===== config.mk =====
export PLATFORM = sky130hd
export DESIGN_NAME = eth_tx_frame_scheduler
export DESIGN_NICKNAME = d
export VERILOG_FILES = /design/src/rtl/eth_pkg.sv /design/src/rtl/eth_tx_frame_scheduler_rr_arb2.sv /design/src/rtl/eth_tx_frame_scheduler.sv
export SDC_FILE = /design/constraint.sdc
export NUM_CORES = 1
export LEC_CHECK = 0
export ABC_AREA = 0
export ABC_CLOCK_PERIOD_IN_PS = 2500
export BUFFER_PORTS_ARGS = -buffer_cell sky130_fd_sc_hd__buf_4
export CAP_MARGIN = 10
export CORE_ASPECT_RATIO = 0.5
export CORE_MARGIN = 4
export CORE_UTILIZATION = 45
export DETAILED_ROUTE_END_ITERATION = 7
export PLACE_DENSITY = 0.7
export SLEW_MARGIN = 25
export SYNTH_ARGS = -nofsm -noshare
export SYNTH_HDL_FRONTEND = slang
export SYNTH_HIERARCHICAL = 1
export SYNTH_SLANG_ARGS = --single-unit

===== constraint.sdc =====
create_clock -name ETH_TX_CLK -period 2.5 [get_ports ETH_TX_CLK]
set_clock_uncertainty 0.15 [all_clocks]
set_input_delay 0.125 -clock ETH_TX_CLK [delete_from_list [all_inputs] [get_ports ETH_TX_CLK]]
set_output_delay 0.125 -clock ETH_TX_CLK [all_outputs]
set_load 0.005 [all_outputs]

===== src/rtl/eth_pkg.sv =====
// Shared types and defaults for the Ethernet transmit frame scheduler.
package eth_pkg;

   typedef enum logic [1:0] {
      IDLE,
      START,
      WAIT,
      GAP
   } state_t;

   // 12 octets of inter-frame gap, sent as two nibbles each
   localparam int ETH_IFG_NIBBLES     = 24;
   localparam int ETH_TIMEOUT_DEFAULT = 4096;
   localparam int ETH_SEQ_W           = 16;

endpackage


===== src/rtl/eth_tx_frame_scheduler_rr_arb2.sv =====
// Two-requester round-robin arbiter; a tie goes to the buffer not served last.
module rr_arb2 (
   input  logic       clk,
   input  logic       rst,
   input  logic [1:0] req,
   input  logic       advance,
   output logic       grant_idx,
   output logic       grant_valid
);

   logic last_served;

   always_comb begin
      grant_valid = |req;
      if (&req) grant_idx = ~last_served;
      else      grant_idx = req[1];
   end

   // Reset to 1 so buffer 0 wins the first tie
   always_ff @(posedge clk) begin
      if (rst)          last_served <= 1'b1;
      else if (advance) last_served <= grant_idx;
   end

endmodule


===== src/rtl/eth_tx_frame_scheduler.sv =====
// Picks a ready frame buffer, starts the nibble transmitter, waits for finish
// or timeout, enforces the inter-frame gap and releases the buffer.
module eth_tx_frame_scheduler
   import eth_pkg::*;
#(
   parameter int IFG_CYCLES     = ETH_IFG_NIBBLES,
   parameter int TIMEOUT_CYCLES = ETH_TIMEOUT_DEFAULT,
   parameter int SEQ_W          = ETH_SEQ_W
) (
   input  logic             ETH_TX_CLK,
   input  logic             rst,
   input  logic             enable,
   input  logic [1:0]       buf_ready,
   output logic [1:0]       buf_release,
   output logic             buf_sel,
   output logic             tx_start,
   input  logic             tx_finish,
   output logic [SEQ_W-1:0] frame_seq,
   output logic             busy,
   output logic             timeout_err,
   input  logic             err_clr
);

   localparam int                TMR_W    = $clog2(TIMEOUT_CYCLES);
   localparam logic [TMR_W-1:0]  TMR_LAST = TMR_W'(TIMEOUT_CYCLES - 1);
   localparam logic [7:0]        IFG_LAST = 8'(IFG_CYCLES - 1);

   state_t           state, next_state;
   logic [TMR_W-1:0] wait_tmr;
   logic [7:0]       ifg_cnt;
   logic             grant_idx, grant_valid;
   logic             grant_take, timed_out;

   rr_arb2 u_arb (
      .clk         (ETH_TX_CLK),
      .rst         (rst),
      .req         (buf_ready),
      .advance     (grant_take),
      .grant_idx   (grant_idx),
      .grant_valid (grant_valid)
   );

   always_ff @(posedge ETH_TX_CLK) begin
      if (rst) state <= IDLE;
      else     state <= next_state;
   end

   // NOTE: every always_comb output gets a default first so no latch is inferred.
   always_comb begin
      next_state = state;
      grant_take = 1'b0;
      timed_out  = 1'b0;
      case (state)
         IDLE: begin
            if (enable && grant_valid) begin
               next_state = START;
               grant_take = 1'b1;
            end
         end
         START: next_state = WAIT;
         WAIT: begin
            // A finish on the last timer cycle still counts as a good frame
            if (tx_finish) begin
               next_state = GAP;
            end else if (wait_tmr == TMR_LAST) begin
               next_state = GAP;
               timed_out  = 1'b1;
            end
         end
         GAP: begin
            if (ifg_cnt == IFG_LAST) next_state = IDLE;
         end
         default: next_state = IDLE;
      endcase
   end

   // NOTE: sequential state uses non-blocking assignments only, so every
   // register samples the pre-edge values regardless of statement order.
   always_ff @(posedge ETH_TX_CLK) begin
      if (rst) begin
         tx_start    <= 1'b0;
         buf_release <= 2'b00;
         buf_sel     <= 1'b0;
         frame_seq   <= '0;
         busy        <= 1'b0;
         timeout_err <= 1'b0;
         wait_tmr    <= '0;
         ifg_cnt     <= '0;
      end else begin
         tx_start    <= grant_take;
         busy        <= (next_state != IDLE);
         buf_release <= 2'b00;

         if (grant_take) buf_sel <= grant_idx;

         if (state == START)     wait_tmr <= '0;
         else if (state == WAIT) wait_tmr <= wait_tmr + 1'b1;

         if (state == WAIT && next_state == GAP) begin
            buf_release <= buf_sel ? 2'b10 : 2'b01;
            frame_seq   <= frame_seq + 1'b1;
            ifg_cnt     <= '0;
         end else if (state == GAP) begin
            ifg_cnt <= ifg_cnt + 1'b1;
         end

         if (timed_out)    timeout_err <= 1'b1;
         else if (err_clr) timeout_err <= 1'b0;
      end
   end

endmodule


# Yosys cells after proc, flatten, opt, wreduce, memory -nomap -nowiden
# Cells that the tools add are included.
totals:
  reg_bits: 45
  in_bits: 7
  output_inout_bits: 22
op_classes:
  add_sub_neg: 3
  eq_ne: 6
  mux: 14
  n_bitwise: 2
  n_reduce_logical: 10
ops:
  columns: ["cell", "count"]
  rows:
  - ["$add 16x1->16 const B", 1]
  - ["$add 12x1->12 const B", 1]
  - ["$eq 12x12->1 const B", 1]
  - ["$mux 2", 5]
  - ["$add 8x1->8 const B", 1]
  - ["$eq 8x5->1 const B", 1]
  - ["$mux 1", 8]
  - ["$pmux 2 s4", 1]
  - ["$reduce_or 2->1", 4]
  - ["$eq 2x2->1 const B", 3]
  - ["$reduce_bool 2->1", 2]
  - ["$eq 2x1->1 const B", 1]
  - ["$logic_and 1x1->1", 2]
  - ["$logic_not 2->1", 1]
  - ["$not 1->1", 2]
  - ["$reduce_and 2->1", 1]

# Longest topological paths before layout
# Gate-level depths: netlist (run 1).
logic_depth:
  word_depth: 8
  ltp_mapped: 7
  depth_no_buf: 5

# By module
# Netlist (run 1), hierarchy kept.
modules_own_cells:
  columns: ["module", "n_inst", "cells_each", "area_each_um2"]
  rows:
  - ["eth_tx_frame_scheduler", 1, 241, 2138.3]
  - ["rr_arb2", 1, 5, 48.8]

# Worst setup path after synthesis (run 1)
# Ideal clock, no wire load.
synth_path:
  path_type: "register to register"
  start: "register wait_tmr[0]"
  end: "register frame_seq[5]"
  t_arrival_ps: 1982
  required_ps: 2229
  slack_ps: 248
  path_stages_with_launch: 8
  path_buffers: 2
  period_less_slack_ps: 2252
  path_cell_list: "dfxtp_1 ha_1 nand4b_1 or4_1 buf_2 buf_6 a211oi_2 mux2_2"
synth_between:
  elab_chain_cells: 6
synth_lines:
  columns: ["element", "line_no", "rtl"]
  rows:
  - ["start, declared", "eth_tx_frame_scheduler.sv:29", "logic [TMR_W-1:0] wait_tmr;"]
  - ["start signal, assigned", "eth_tx_frame_scheduler.sv:97", "else if (state == WAIT) wait_tmr <= wait_tmr + 1'b1;"]
  - ["$eq 12x12->1", "eth_tx_frame_scheduler.sv:65", "end else if (wait_tmr == TMR_LAST) begin"]
  - ["$mux 2", "eth_tx_frame_scheduler.sv:65", null]
  - ["$mux 2", "eth_tx_frame_scheduler.sv:63", "if (tx_finish) begin"]
  - ["$pmux 2 s4", "eth_tx_frame_scheduler.sv:53", "case (state)"]
  - ["$eq 2x2->1", "eth_tx_frame_scheduler.sv:99", "if (state == WAIT && next_state == GAP) begin"]
  - ["$logic_and 1x1->1", "eth_tx_frame_scheduler.sv:99", null]
  - ["end signal, assigned", "eth_tx_frame_scheduler.sv:101", "frame_seq <= frame_seq + 1'b1;"]
  - ["end, declared", "eth_tx_frame_scheduler.sv:18", "output logic [SEQ_W-1:0] frame_seq,"]
# No other way between the ends.
# A chain may end at the register's enable or synchronous reset.

# Worst setup path in the final report (run 1)
layout_path:
  start: "register wait_tmr[0]"
  end: "register frame_seq[11]"
# The elaborated chain is that of the path after synthesis.

==> results.json, run 1 <==
{
  "path_cells": "ha_1 > nand4b_1 > or4_1 > buf_4 > a211oi_1 > mux2_2",
  "synth_nets": 256,
  "nFillCells": 445,
  "areaGrowthSynthToFinish_pct": 16.8,
  "max_stage_delay_ns": 0.53,
  "track_usage_pct": 16.1,
  "cts_buffers": 5,
  "dp_cells": 332,
  "syn_inst": 246,
  "start_util_pct": 48.0,
  "drv_slew": 0,
  "synth_top_area_share_pct": 41.2,
  "antenna_cells": 0,
  "insertion_delay_ns": 0.30,
  "comb_power_share_pct": 7.7,
  "numClockSinks": 45,
  "ys_seq_area_share_pct": 41.2,
  "cts_tree": "done",
  "setup_tns_ns": 0,
  "cp_slowest_cell": "or4_1",
  "drcViolationCount": 0,
  "async_flop_share_pct": 0,
  "ff_latch_area_sq_um": 901,
  "final_net_count": 285,
  "max_freq_mhz": 429,
  "pin_count": 29,
  "finalHoldViolations": 0,
  "rsz0062_at_grt": "false",
  "viasPerCell": 5.44,
  "r2r-start": "wait_tmr[0]$_SDFFE_PP0P_",
  "outcome": "finished clean",
  "avgSynthCellArea_sq_um": 8.89,
  "globalRouteOverflowTotal": 0,
  "setup_viol": 0,
  "fp.dieW_um": 107,
  "die_h_um": 57.3,
  "hold_class": "primary input to register",
  "grt_start_max_net_pins": 52,
  "rows": 17,
  "synth_ff_type": "dfxtp_1",
  "cp-end-kind": "register",
  "drt_iter0_markers": 56,
  "period_needed_ns": 2.33,
  "ant_nets": 0,
  "period_share_pct": 93.3,
  "core_sq_um": 4550,
  "grt_pass1_vias": 1726,
  "io_buffer_count": 28,
  "ys_top_cells_by_count": "45 x dfxtp_1, 29 x nor2_1, 17 x nor2b_1",
  "grt_first_pass_wirelength_um": 7970,
  "yosysMostFrequentCell": "dfxtp_1",
  "ff2ff_path_depth": 6,
  "synthTopCellsByArea": "dfxtp_1 41%, mux2_2 7.2%, nor2_1 5.0%",
  "intPower_mw": 0.956,
  "cp.arrival_ns": 2.38,
  "netlist_area_sq_um": 2190,
  "synth.distinct_cells": 43,
  "swShare_pct": 24.1,
  "cts.path.max_buffers": 2,
  "tightest_slew_ns": 0.615,
  "firstDrtPassIters": 4,
  "synth_top_cell_by_area": "dfxtp_1",
  "worst-setup-path-type": "register to register",
  "critPathLaunchType": "register",
  "yosysWarningCount": 6,
  "relSlewSlack_pct": 58.9,
  "p_seq_share_pct": 59.0,
  "holdPathStages": 4,
  "dieArea_sq_um": 6110,
  "cap_viol_max_count": 0,
  "post_drt_wl_per_cell_um": 13.5,
  "via_count": 1848,
  "worstPathMaxFanout": 17,
  "critical_path.startpoint": "wait_tmr[0]$_SDFFE_PP0P_",
  "hpwl_um": 3180,
  "synth_edf_count": 0,
  "ir_worst_vdd_mv": 0.222,
  "drive_gt1_share_pct": 21.2,
  "hp-start": "buf_ready[0]",
  "cp.required_ns": 2.54,
  "power_density_nw_per_um2": 493,
  "multi_input_area_sq_um": 1210,
  "p_switching_mw": 0.304,
  "path_clk_slew_ns": 0.08,
  "leakage_nw": 0.976,
  "yosys_register_bits": 45,
  "cts-root-buf": "clkbuf_8",
  "antenna_found_initial": 0,
  "p_clk_share_pct": 33.3,
  "routed_wl_um": 4570,
  "htree_levels": 2,
  "final_cells": 340,
  "place_congestion": 0.809
}
-- per-stage QoR --
step / area (sq um) / worst slack, ns / util [%] / hold WS [ns] / power [mW]
final: 2550 / 0.168 / 56.1 / 0.0600 / 1.26
after floorplan: 2190 / 0.248 / - / 0.0694 / 0.818
after CTS: 2550 / 0.158 / 56.1 / 0.0609 / 1.28
after global placement: 2460 / 0.233 / 54.0 / 0.257 / 0.850
after detailed placement: 2460 / 0.181 / 54.0 / 0.268 / 0.855
after global routing: 2550 / 0.00900 / 56.1 / 0.0677 / 1.32
-- cell families after synthesis --
| group | Yosys count | share of synthesized area [%] |
|---|---|---|
| AO/OA/AOI/OAI | 34 | 10.9 |
| XOR/XNOR | 15 | 6.01 |
| adder cells (fa/ha/maj) | 3 | 1.72 |
| buffers and inverters | 17 | 3.32 |
| flip-flops | 45 | 41.2 |
| multiplexers | 17 | 8.58 |
| AND/OR/NAND/NOR | 115 | 28.3 |
-- worst paths after layout --
kind                           endpoint  slack, ns
min reg2reg   buf_release[0]$_SDFF_PP0_       0.34
max          frame_seq[11]$_SDFFE_PP0P_       0.17
max reg2reg  frame_seq[11]$_SDFFE_PP0P_       0.17
min                buf_sel$_SDFFE_PP0P_       0.06
-- routing by layer --
metal | vias up | share of wire (%) | track usage [%]
li1 | 933 | - | -
met1 | 872 | 47 | 20.6
met2 | 34 | 46 | 26.0
met3 | 9 | 5.1 | 5.31
met4 | 0 | 1.6 | 5.46
met5 | - | 0 | 0
-- sequential cells by signal, summed over array words and instances (netlist names) --
signal	cells
timeout_err	1
wait_tmr	12
tx_start	1
busy	1
frame_seq	16
u_arb/last_served	1
ifg_cnt	8
buf_sel	1
buf_release	2
state	2
-- layout make-up --
class                   count  share of cell area [%]
repair buffers             35                    10.5
inverters                   4                   0.588
clock inverters             1                   0.196
flip-flops and latches     45                    35.3
clock buffers               5                    2.69
well taps                  66                    3.23
multi-input cells         184                    47.5
-- worst max-delay path, delay by kind of cell, from the launching register on --
kind,cells,cell delay (ns)
simple gates,2,0.65
flops,1,0.37
buf+inv,1,0.21
compound gates,1,0.27
fa+ha+maj,1,0.21
mux,1,0.36
-- power groups by stage --
| stage | logic, mW | clock network [mW] | registers, mW |
|---|---|---|---|
| floorplan | 0.0639 | 0 | 0.754 |
| global placement | 0.0921 | 0 | 0.758 |
| detailed placement | 0.0955 | 0 | 0.760 |
| CTS | 0.0972 | 0.435 | 0.743 |
| global route | 0.109 | 0.465 | 0.745 |
| finish | 0.0969 | 0.420 | 0.743 |
-- what timing repair did --
item                                    in CTS  in global routing
buffers inserted                             0                  0
endpoints found under the hold margin        1                  0
resized for setup                            0                  0
endpoints found under the setup margin       0                  0
hold buffers                                 2                  0
-- layout by cell type, fill, tap and decap left out, types with 4 or more instances in the layout --
cell type	Yosys	layout
mux2_2	14	14
nand3_1	12	12
buf_4	0	33
a211oi_1	8	8
nand2_1	14	14
a21oi_1	10	10
or4_1	4	4
inv_1	4	4
nor3_1	10	10
clkbuf_8	0	5
dfxtp_1	45	45
xor2_1	12	12
nor2_1	29	29
and4_1	4	4
nor2b_1	17	17
nand4_1	10	10
(Power assumes the default switching activity.)
==> inputs of run 2 (changes only) <==
--- a/config.mk
+++ b/config.mk
@@ -14,6 +14,7 @@
 export CORE_UTILIZATION = 45
 export DETAILED_ROUTE_END_ITERATION = 7
 export PLACE_DENSITY = 0.7
+export REMOVE_ABC_BUFFERS = 1
 export SLEW_MARGIN = 25
 export SYNTH_ARGS = -nofsm -noshare
 export SYNTH_HDL_FRONTEND = slang
==> run 2 against run 1 <==
- fmax is 0.39% lower
- total power is 0.32% lower
- highest routed layer unchanged
- clock power hardly changed
- utilization stayed put
- sequential power hardly changed
- global-route usage is 0.081 points higher
- flip-flop and latch count stayed put
- critical path depth stayed put
- routed wire length is 2.5% higher
- combinational power is 0.6% lower
- non-clock buffer count stayed put
==> results.json, run 2 (synthesis results as in run 1) <==
{
  "drt_iter0_markers": 74,
  "cts_hold_buffers": 2,
  "cts_buffers": 5,
  "r2r-start": "wait_tmr[0]$_SDFFE_PP0P_",
  "pin_count": 29,
  "power_density_nw_per_um2": 492,
  "drcViolationCount": 0,
  "finalHoldViolations": 0,
  "path_delay_family": "simple AND/OR/NAND/NOR gates",
  "cp.arrival_ns": 2.38,
  "hold_class": "primary input to register",
  "via_count": 1846,
  "htree_levels": 2,
  "globalRouteOverflowTotal": 0,
  "grt_start_max_net_pins": 52,
  "drv_slew": 0,
  "viasPerCell": 5.43,
  "place_area_sq_um": 2460,
  "relSlewSlack_pct": 63.6,
  "cp.depth": 6,
  "rows": 17,
  "crit_buf_inv": 1,
  "nFillCells": 429,
  "start_util_pct": 48.0,
  "setup_viol": 0,
  "fp.dieW_um": 107,
  "cts.path.max_buffers": 2,
  "cp_slowest_cell": "or4_1",
  "rsz0062_at_grt": "false",
  "cp.required_ns": 2.54,
  "ir_worst_vdd_mv": 0.261,
  "critical_path.startpoint": "wait_tmr[0]$_SDFFE_PP0P_",
  "antenna_cells": 0,
  "cts_resized": 0,
  "final_net_count": 285,
  "antenna_found_initial": 0,
  "core_sq_um": 4550,
  "leakage_nw": 0.975,
  "place_congestion": 0.806,
  "setup_tns_ns": 0,
  "cp-end-kind": "register",
  "die_h_um": 57.3,
  "layout_commonest_cell": "dfxtp_1",
  "path_clk_slew_ns": 0.09,
  "grt_first_pass_wirelength_um": 8120,
  "cts_setup_buffers": 0,
  "period_share_pct": 93.6,
  "grt_pass1_vias": 1727,
  "worst-setup-path-type": "register to register",
  "cap_viol_max_count": 0,
  "largest_reg_flops": 16,
  "post-route-cell-area_sq_um": 2550,
  "rr_endpoint": "frame_seq[11]$_SDFFE_PP0P_",
  "io_buffer_count": 28,
  "max_stage_delay_ns": 0.52,
  "regMostFlops": "frame_seq",
  "top_regs": "frame_seq x16, wait_tmr x12, ifg_cnt x8",
  "cts-root-buf": "clkbuf_8",
  "areaGrowthSynthToFinish_pct": 16.8,
  "firstDrtPassIters": 4,
  "post_drt_wl_per_cell_um": 13.8,
  "critPathLaunchType": "register",
  "insertion_delay_ns": 0.29,
  "hpwl_um": 3310,
  "crit_end": "frame_seq[11]$_SDFFE_PP0P_",
  "max_freq_mhz": 427,
  "track_usage_pct": 16.2,
  "drive_gt1_share_pct": 21.2,
  "worstPathMaxFanout": 17,
  "numClockSinks": 45,
  "period_needed_ns": 2.34,
  "ff2ff_path_depth": 6,
  "outcome": "finished clean",
  "ant_nets": 0,
  "mostFrequentLayoutCells": "45 x dfxtp_1, 33 x buf_4, 29 x nor2_1",
  "reg2reg_slack_ns": 0.16,
  "dieArea_sq_um": 6110,
  "hp-start": "buf_ready[0]",
  "routed_wl_um": 4690,
  "path_cells": "ha_1 > nand4b_1 > or4_1 > buf_4 > a211oi_1 > mux2_2",
  "tightest_slew_ns": 0.541,
  "cts_tree": "done"
}
run 2: cell counts in the layout (fill, tap and decap cells not counted):
No cell type changed its count.
run 2: worst min-delay path by stage:
stage | endpoint | slack (ns) | cells past startpoint
final | buf_sel$_SDFFE_PP0P_ | 0.06 | 4
after detailed placement | timeout_err$_SDFFE_PP0P_ | 0.26 | 3
after CTS | buf_sel$_SDFFE_PP0P_ | 0.05 | 4
after global routing | buf_sel$_SDFFE_PP0P_ | 0.05 | 4
after floorplan | busy$_SDFF_PP0_ | 0.04 | 1
after global placement | timeout_err$_SDFFE_PP0P_ | 0.26 | 3
run 2: final cells by class:
| class | count | area (sq um) | area share [%] |
|---|---|---|---|
| multi-input combinational | 184 | 1210 | 47.5 |
| clock inverter | 1 | 5.00 | 0.196 |
| sequential | 45 | 901 | 35.3 |
| tap | 66 | 82.6 | 3.23 |
| inverter | 4 | 15.0 | 0.588 |
| timing repair buffer | 35 | 268 | 10.5 |
| clock buffer | 5 | 68.8 | 2.69 |
run 2: through the flow:
stage | hold slack (ns) | total power [mW] | util, % | setup WS, ns | cells
detailed placement | 0.260 | 0.854 | 54.0 | 0.169 | 332
CTS | 0.0488 | 1.27 | 56.1 | 0.170 | 340
global placement | 0.264 | 0.850 | 54.0 | 0.220 | 332
finish | 0.0596 | 1.26 | 56.1 | 0.159 | 340
floorplan | 0.0441 | 0.806 | - | 0.159 | 233
global route | 0.0521 | 1.31 | 56.1 | 0.0382 | 340
run 2: layer usage:
| layer | global-route usage, % | share of wire [%] | wire length (um) | up-vias |
|---|---|---|---|---|
| met5 | 0 | 0 | 0 | - |
| met4 | 4.37 | 0.81 | 38 | 0 |
| met3 | 4.63 | 3.6 | 169 | 2 |
| met2 | 25.9 | 47 | 2220 | 31 |
| met1 | 21.7 | 48 | 2260 | 885 |
| li1 | - | - | - | 928 |
run 2: worst min-delay path: stages:
cell and delay (ns):
buf_4 0.08, a21boi_1 0.07, mux2i_1 0.13, nor2_1 0.05
run 2: where the power goes:
group | internal [mW] | switching, mW
logic | 0.0432 | 0.0531
registers | 0.729 | 0.0130
clock network | 0.184 | 0.234
total | 0.956 | 0.300
==> inputs of run 3 (changes only) <==
--- a/config.mk
+++ b/config.mk
@@ -11,9 +11,9 @@
 export CAP_MARGIN = 10
 export CORE_ASPECT_RATIO = 0.5
 export CORE_MARGIN = 4
-export CORE_UTILIZATION = 45
+export CORE_UTILIZATION = 55
 export DETAILED_ROUTE_END_ITERATION = 7
-export PLACE_DENSITY = 0.7
+export PLACE_DENSITY = 0.82
 export REMOVE_ABC_BUFFERS = 1
 export SLEW_MARGIN = 25
 export SYNTH_ARGS = -nofsm -noshare
==> run 3 against run 2 <==
- total power grew 2.1%
- non-clock buffer count shrank 2
- global-route usage grew 3.6 points
- cell area shrank 0.93%
- routed wire length shrank 0.85%
- setup slack lost 0.039 ns
==> results.json, run 3 (synthesis results as in run 1) <==
{
  "outcome": "finished clean",
  "post-route-cell-area_sq_um": 2530,
  "regMostFlops": "frame_seq",
  "path_clk_slew_ns": 0.08,
  "hpwl_um": 3310,
  "areaGrowthSynthToFinish_pct": 15.7,
  "place_area_sq_um": 2430,
  "largest_reg_flops": 16,
  "place_congestion": 0.782,
  "grt_start_max_net_pins": 52,
  "htree_levels": 2,
  "cp.arrival_ns": 2.42,
  "ir_worst_vdd_mv": 0.249,
  "cts.path.max_buffers": 2,
  "core_sq_um": 3620,
  "via_count": 1869,
  "drcViolationCount": 0,
  "globalRouteOverflowTotal": 0,
  "fp.dieW_um": 97.2,
  "firstDrtPassIters": 5,
  "track_usage_pct": 19.8,
  "cap_viol_max_count": 0,
  "period_needed_ns": 2.38,
  "mostFrequentLayoutCells": "45 x dfxtp_1, 31 x buf_4, 29 x nor2_1",
  "critPathLaunchType": "register",
  "post_drt_wl_per_cell_um": 14.3,
  "dieArea_sq_um": 5110,
  "cp.required_ns": 2.54,
  "top_regs": "frame_seq x16, wait_tmr x12, ifg_cnt x8",
  "nFillCells": 286,
  "antenna_found_initial": 0,
  "power_density_nw_per_um2": 507,
  "hold_class": "primary input to register",
  "cp-end-kind": "register",
  "grt_pass1_vias": 1919,
  "worstPathMaxFanout": 17,
  "numClockSinks": 45,
  "antenna_cells": 0,
  "start_util_pct": 60.4,
  "max_freq_mhz": 420,
  "grt_first_pass_wirelength_um": 8240,
  "ant_nets": 0,
  "die_h_um": 52.6,
  "final_cells": 325,
  "holdWs_ns": 0.0609,
  "insertion_delay_ns": 0.30,
  "worst-setup-path-type": "register to register",
  "leakage_nw": 0.966,
  "finalHoldViolations": 0,
  "layout_commonest_cell": "dfxtp_1",
  "routed_wl_um": 4650,
  "rsz0062_at_grt": "true",
  "drive_gt1_share_pct": 20.4,
  "tightest_slew_ns": 0.624,
  "period_share_pct": 95.2,
  "drv_slew": 0,
  "viasPerCell": 5.75,
  "rows": 15,
  "cts_buffers": 5,
  "relSlewSlack_pct": 58.3,
  "setup_tns_ns": 0,
  "dp_cells": 315,
  "drt_iter0_markers": 54,
  "setup_viol": 0,
  "cts-root-buf": "clkbuf_8",
  "cts_tree": "done",
  "pin_count": 29,
  "final_net_count": 283,
  "io_buffer_count": 28
}
run 3: changes by cell type in the layout (fill, tap and decap cells not counted), sizes merged:
cell,change
buf,-2
clkinvlp,+1
clkbuf,+2
clkinv,-1
run 3: where the power goes:
| part | switching, mW | internal [mW] |
|---|---|---|
| sequential | 0.00881 | 0.729 |
| clock | 0.246 | 0.198 |
| combinational | 0.0586 | 0.0422 |
run 3: area by class of cell:
class	instances	area, sq um	share of cell area [%]
clock buffer	7	76.3	3.02
clock inverter	1	7.51	0.297
inverter	4	15.0	0.593
multi-input combinational	184	1210	48.0
sequential	45	901	35.6
tap	51	63.8	2.52
timing repair buffer	33	253	9.99
run 3: per-stage QoR:
| stage | util (%) | power, mW | setup WS [ns] |
|---|---|---|---|
| floorplan | - | 0.806 | 0.159 |
| global route | 69.8 | 1.34 | -0.0306 |
| finish | 69.8 | 1.28 | 0.120 |
| CTS | 69.8 | 1.29 | 0.110 |
| detailed placement | 67.0 | 0.853 | 0.123 |
| global placement | 67.0 | 0.849 | 0.226 |
run 3: path summary, 6_finish.rpt:
path              slack, ns                        end  cells past startpoint                startpoint
setup / recovery       0.12  frame_seq[9]$_SDFFE_PP0P_                      6  wait_tmr[0]$_SDFFE_PP0P_
hold / removal         0.06       buf_sel$_SDFFE_PP0P_                      4              buf_ready[0]
setup reg to reg       0.12  frame_seq[9]$_SDFFE_PP0P_                      6  wait_tmr[0]$_SDFFE_PP0P_
hold reg to reg        0.35  buf_release[0]$_SDFF_PP0_                      1      buf_sel$_SDFFE_PP0P_
run 3: metal layers:
metal	part of all wire [%]	wire length, um	vias to the layer above	global-route usage [%]
met1	46	2140	898	22.7
met4	1.3	59	0	5.59
li1	-	-	927	-
met5	0	0	-	0
met2	48	2240	36	37.6
met3	4.5	208	8	5.05
run 3: critical path, cell delays in order, from the launching register on:
cell      delay [ns]
dfxtp_1         0.38
ha_1            0.22
nand4b_1        0.12
or4_1           0.54
buf_4           0.22
a211oi_1        0.29
mux2_2          0.36
run 3: repair_timing:
item | CTS | global route
setup endpoints to repair | 0 | 2
setup buffers | 0 | 0
gates resized for setup | 0 | 0
hold endpoints to repair | 1 | 0
hold buffers | 2 | 0
